### src/rtl/serial_tx.sv
// serial_tx: parallel-in, serial-out transmitter feeding a serial-load shift register.
// Accepts one W-bit word on DIN_VALID/DIN_READY and shifts it out one bit per clock,
// MSB-first (RL=0) or LSB-first (RL=1). If enabled, an even-parity bit follows the data.
// A one-cycle DONE strobe marks the end of each word.
//
// Ports:
//   CLK, RST             clock (rising edge); synchronous active-low reset
//   DIN, DIN_VALID       parallel word and its valid flag
//   DIN_READY            word accepted on this edge if DIN_VALID=1 (combinational)
//   RL                   bit order, sampled when a word is accepted
//   SOUT, FRAME          serial bit; FRAME=1 while SOUT carries a data bit (registered)
//   PAR_STB, DONE        parity-bit marker and end-of-word strobe (registered)
module serial_tx #(
  parameter int W      = 8,
  parameter int PAR_EN = 0
) (
  input  logic         CLK,
  input  logic         RST,
  input  logic [W-1:0] DIN,
  input  logic         DIN_VALID,
  output logic         DIN_READY,
  input  logic         RL,
  output logic         SOUT,
  output logic         FRAME,
  output logic         PAR_STB,
  output logic         DONE
);

  localparam int CW = (W > 1) ? $clog2(W) : 1;
  localparam logic [CW-1:0] LAST = CW'(W - 1);

  typedef enum logic [1:0] {
    S_IDLE   = 2'd0,
    S_SHIFT  = 2'd1,
    S_PARITY = 2'd2,
    S_DONE   = 2'd3
  } state_t;

  state_t         state_q;
  logic [W-1:0]   sh_q;      // shift register, drained toward the output end
  logic [W-1:0]   word_q;    // untouched copy of the accepted word, used for parity
  logic [CW-1:0]  cnt_q;     // index of the bit currently on SOUT
  logic           rl_q;
  logic           sout_q;
  logic           frame_q;
  logic           par_stb_q;
  logic           done_q;

  logic [W-1:0]   sh_d;
  logic           last_bit;

  // Register contents after one more shift; the bit that will be on SOUT next
  // sits at the output end of sh_d.
  always_comb begin
    sh_d     = rl_q ? (sh_q >> 1) : (sh_q << 1);
    last_bit = (cnt_q == LAST);
  end

  assign DIN_READY = (state_q == S_IDLE) && RST;

  assign SOUT    = sout_q;
  assign FRAME   = frame_q;
  assign PAR_STB = par_stb_q;
  assign DONE    = done_q;

  // Outputs are registered: every branch computes the value SOUT/FRAME/PAR_STB/DONE
  // must show in the cycle that follows this edge.
  always_ff @(posedge CLK) begin
    if (!RST) begin
      state_q   <= S_IDLE;
      sh_q      <= '0;
      word_q    <= '0;
      cnt_q     <= '0;
      rl_q      <= 1'b0;
      sout_q    <= 1'b0;
      frame_q   <= 1'b0;
      par_stb_q <= 1'b0;
      done_q    <= 1'b0;
    end else begin
      unique case (state_q)
        S_IDLE: begin
          if (DIN_VALID) begin
            state_q <= S_SHIFT;
            sh_q    <= DIN;
            word_q  <= DIN;
            rl_q    <= RL;
            cnt_q   <= '0;
            sout_q  <= RL ? DIN[0] : DIN[W-1];
            frame_q <= 1'b1;
          end
        end

        S_SHIFT: begin
          sh_q <= sh_d;
          if (last_bit) begin
            frame_q <= 1'b0;
            if (PAR_EN != 0) begin
              state_q   <= S_PARITY;
              par_stb_q <= 1'b1;
              sout_q    <= ^word_q;
            end else begin
              state_q <= S_DONE;
              done_q  <= 1'b1;
              sout_q  <= 1'b0;
            end
          end else begin
            // Hold the counter at W-1 on the last bit so it never wraps mid-word.
            cnt_q  <= cnt_q + CW'(1);
            sout_q <= rl_q ? sh_d[0] : sh_d[W-1];
          end
        end

        S_PARITY: begin
          state_q   <= S_DONE;
          par_stb_q <= 1'b0;
          done_q    <= 1'b1;
          sout_q    <= 1'b0;
        end

        S_DONE: begin
          state_q <= S_IDLE;
          done_q  <= 1'b0;
        end

        default: begin
          state_q <= S_IDLE;
        end
      endcase
    end
  end

endmodule

### config.mk
export PLATFORM = sky130hd
export DESIGN_NAME = serial_tx
export DESIGN_NICKNAME = d
export VERILOG_FILES = /design/src/rtl/serial_tx.sv
export SDC_FILE = /design/constraint.sdc
export NUM_CORES = 1
export LEC_CHECK = 0
export ABC_CLOCK_PERIOD_IN_PS = 2700
export BUFFER_PORTS_ARGS = -buffer_cell sky130_fd_sc_hd__buf_4
export CAP_MARGIN = 15
export CORE_MARGIN = 4
export CORE_UTILIZATION = 40
export CTS_CLUSTER_DIAMETER = 60
export CTS_CLUSTER_SIZE = 14
export DETAILED_ROUTE_END_ITERATION = 7
export REMOVE_ABC_BUFFERS = 1
export SYNTH_ARGS = -nofsm -noshare
export SYNTH_HDL_FRONTEND = slang
export SYNTH_SLANG_ARGS = --single-unit
### constraint.sdc
create_clock -name CLK -period 2.7 [get_ports CLK]
set_input_delay 0.54 -clock CLK [delete_from_list [all_inputs] [get_ports CLK]]
set_output_delay 0.54 -clock CLK [all_outputs]
set_load 0.05 [all_outputs]
; Word-level counts from Yosys, hierarchy flattened
; Cells that the tools add are included.
[word_totals]
register_bits = 17
inputBits = 12
output_inout_bits = 5
wordCells = 46
[op_classes]
n_addsub = 1
n_eq_ne = 7
n_mux = 19
n_reduce_logical = 12
[ops]
columns = cell, n
row1 = $mux W8, 2
row2 = $pmux W8 S2, 1
row3 = $reduce_and A2 Y1, 5
row4 = $pmux W2 S4, 1
row5 = $mux W1, 7
row6 = $mux W3, 2
row7 = $ne A2 B2 Y1 const B, 3
row8 = $pmux W1 S3, 2
row9 = $pmux W3 S2, 1
row10 = $reduce_and A3 Y1, 2
row11 = $reduce_bool A3 Y1, 2
row12 = $eq A2 B2 Y1 const B, 2
row13 = $mux W2, 2
row14 = $add A3 B1 Y3 const B, 1
row15 = $eq A3 B3 Y1 const B, 1
row16 = $eq A2 B1 Y1 const B, 1
row17 = $logic_not A2 Y1, 1
row18 = $pmux W1 S2, 1
row19 = $reduce_bool A2 Y1, 1
row20 = $logic_and A1 B1 Y1, 1

; Longest topological paths before layout
[logic_depth]
word_depth = 4
mapped_depth = 6

; Worst setup path before layout
; OpenSTA, ideal clock, no wires.
[synth_path]
path_kind = input-to-output
from = in RST
to = out DIN_READY
arrival_ns = 1.252
slack_ns = 0.908
stages = 2
path_buffers = 1
cell_sequence = clkbuf_1 > and2_1
[synth_via]
elab_chain_cells = 1
[synth_lines]
columns = element, line_no
row1 = "start, declared", 18  ; input logic RST,
row2 = $logic_and A1 B1 Y1, 59  ; assign DIN_READY = (state_q == S_IDLE) && RST;
row3 = "end, declared", 21  ; output logic DIN_READY,
; No other way between the ends.

; Worst setup path after layout
[layout_path]
from = reg state_q[0]
to = out DIN_READY
[layout_via]
elab_chain_cells = 2
[layout_lines]
columns = element, line_no
row1 = "start, declared", 39  ; state_t state_q;
row2 = "start signal, assigned", 70  ; state_q <= S_IDLE;
row3 = "start signal, assigned", 83  ; state_q <= S_SHIFT;
row4 = "start signal, assigned", 98  ; state_q <= S_PARITY;
row5 = $logic_not A2 Y1, 59
row6 = $logic_and A1 B1 Y1, 59
; No other way between the ends.

==> metrics.txt <==
diodes inserted=0; CTS root buf=clkbuf_4; Max-slew headroom=55.4%; reg-to-reg setup timing slack=820 ps; Initial Utilization=42.8%; Via Count=779; Tmin final=2040 ps; Hold Path Class=reg2reg; leading area contributor after synthesis=dfxtp_1; Layout Skew=9.06 ps; die height=57.4 µm; Post-Layout Cell Count=144; grt ovf=0; total CTS buffers=3; Area contributors post-synth=dfxtp_1 35%, ha_1 10%, mux2i_1 8.2%; Hold Path Cell Cnt=2; area delta synth->final=14.6%; Post CTS Setup Buffer Count=0; Hold Path End=DONE; largest net degree at the start of global routing=18; worst-case reg-to-reg path depth=4; critical hold path startpoint=DONE; DR WL/cell=13.7 µm; RSZ-0062 raised after global routing=false; Die Area=3290 µm²; crit path max fanout=8; die width=57.4 µm; R2R Path Start=state_q[0]; H-tree depth=1; CTS tree=yes; Final HPWL DP=1.43 mm; VDD IR max=408 µV; first-pass GRT wire length=3.41 mm; Post-CTS Resized=0; final hold vios=0; final setup violation count=0; DRC viols=0; IO Pins=17; slowest stage delay, CP=430 ps; Final ANT Viol Nets=0; Crit Path Category=reg2out; #FFs+latches synth=17; Peak Freq=0.491 GHz; Clk Latency, worst-skew pair=300 ps; critical path depth in cells=4; share of the synthesized area in the top cell type=34.9%; Hold Buf Count CTS=0; Synth cell types=34; Worst path top cell family by delay=flip-flops; router iterations before antenna repair=4; initial antenna violation count=0; Worst R2R End=cnt_q[0]; gr usage total=13.3%; WL final=1.98 mm; clk sink count=17; Syn. warnings=0; Tightest Pin Transition=668 ps; power per cell area=758 nW/µm²; share of layout cells above drive strength 1=26.7%; WP data required=2160 ps; final setup TNS=0 ps; Avg Cell Area, Syn=9.56 µm²; CP endpoint kind=primary output; Max Cap Viol=0; CTS Buffer Depth=2; synthesized cell area=975 µm²; RePlAce Congestion=0.749; startpoint types=register; CP max-delay cell=dfxtp_1; worst endpoint data arrival time=1500 ps; Slew Viols, Final=0; worst path buffer plus inverter count=2; register area share after synthesis=34.9%; crit path cell chain=inv_1, ha_1, and2_1, buf_4; placed cells=140; post-layout net count=137; clock slew at reported path FFs=110 ps; number of core rows=17; status=finished clean; Core Footprint=2280 µm²; detailed-route vias per instance=5.41; Worst setup startpoint=state_q[0]; P_leak=0.482 nW; Port Buf Inserts=15; Final period util=75.4%; synthesized instance count=102; DRT iter0 DRCs=19; vias in the first global route=732
[metal layers]
metal | wire length (µm) | share of wire [%] | up-vias | track usage, %
met5 | 0 | 0 | - | 0
met4 | 30 | 1.5 | 0 | 4.97
met3 | 127 | 6.4 | 5 | 4.75
met2 | 841 | 42 | 19 | 19.0
met1 | 979 | 49 | 358 | 18.2
li1 | - | - | 397 | -
[stage by stage]
| step | power (mW) | util [%] | setup WS [ps] | hold WS [ps] | cell area (µm²) |
|---|---|---|---|---|---|
| global route | 0.906 | 49.1 | 561 | 508 | 1120 |
| CTS | 0.859 | 49.1 | 640 | 484 | 1120 |
| detailed placement | 0.711 | 47.9 | 827 | 470 | 1090 |
| finish | 0.847 | 49.1 | 665 | 478 | 1120 |
| floorplan | 0.618 | - | 1050 | 446 | 942 |
| global placement | 0.706 | 47.9 | 886 | 464 | 1090 |
[cells in the mapped netlist]
cell,instances
o21a_1,1
nor2_1,1
o32ai_1,1
a311oi_1,3
a21oi_1,5
and2_1,1
or3_1,1
nor3_1,1
a22o_1,2
nand2_1,11
or2b_1,1
o22ai_1,6
conb_1,1
mux2_2,7
buf_4,1
dfxtp_1,17
nand3b_1,1
nand2b_1,3
ha_1,8
nor2b_1,2
mux2_4,1
o311a_1,1
o21ai_0,2
inv_1,3
or2_2,1
buf_6,1
a31oi_2,1
nor2_2,2
nand3_1,3
mux2i_1,8
buf_2,2
clkbuf_1,1
o21bai_1,1
a21boi_0,1
[kinds of logic (layout without fill, tap and decap cells)]
kind of cell,count (synthesis),in the layout,share of synthesized area [%]
and+or+nand+nor,28,28,14.6
AOI/OAI and AO/OA,24,24,17.5
DFF,17,17,34.9
muxes,16,16,17.8
adders and majority gates,8,8,10.3
buffers and inverters,8,22,4.49
other,1,1,0.385
[area by class of cell]
class	count	area, µm²
repair buffers	15	113
inverters	3	11.3
clock buffers	3	22.5
well taps	28	35.0
clock inverters	1	5.00
fillers	217	1160
multi-input cells	77	591
flip-flops and latches	17	340
[registers in the layout, summed over array words and instances (netlist names)]
register  count
sh_q          8
cnt_q         3
state_q       2
DONE          1
FRAME         1
SOUT          1
rl_q          1
[layout by cell type (no fill, tap or decap), types with 5 or more instances in the layout]
cell      n
buf_4    15
dfxtp_1  17
a21oi_1   5
mux2i_1   8
mux2_2    7
o22ai_1   6
nand2_1  11
ha_1      8
[worst min-delay path, cell delays in order, from the launching register on]
cell and delay (ps):
dfxtp_1 320, o21ai_0 60, a21oi_1 60
[power breakdown]
group / total, mW / internal [mW] / switching (mW) / leakage [nW]
Sequential: 0.342 / 0.301 / 0.0412 / 0.140
Combinational: 0.363 / 0.158 / 0.205 / 0.324
Clock: 0.142 / 0.0553 / 0.0866 / 0.0177
Total: 0.847 / 0.514 / 0.332 / 0.482
[worst max path at each step]
stage	endpoint	slack (ps)
after floorplan	DIN_READY	1050
after global placement	sh_q[3]	890
after detailed placement	cnt_q[0]	830
after CTS	DIN_READY	640
after global routing	DIN_READY	560
final	DIN_READY	660
(Power assumes the default switching activity.)
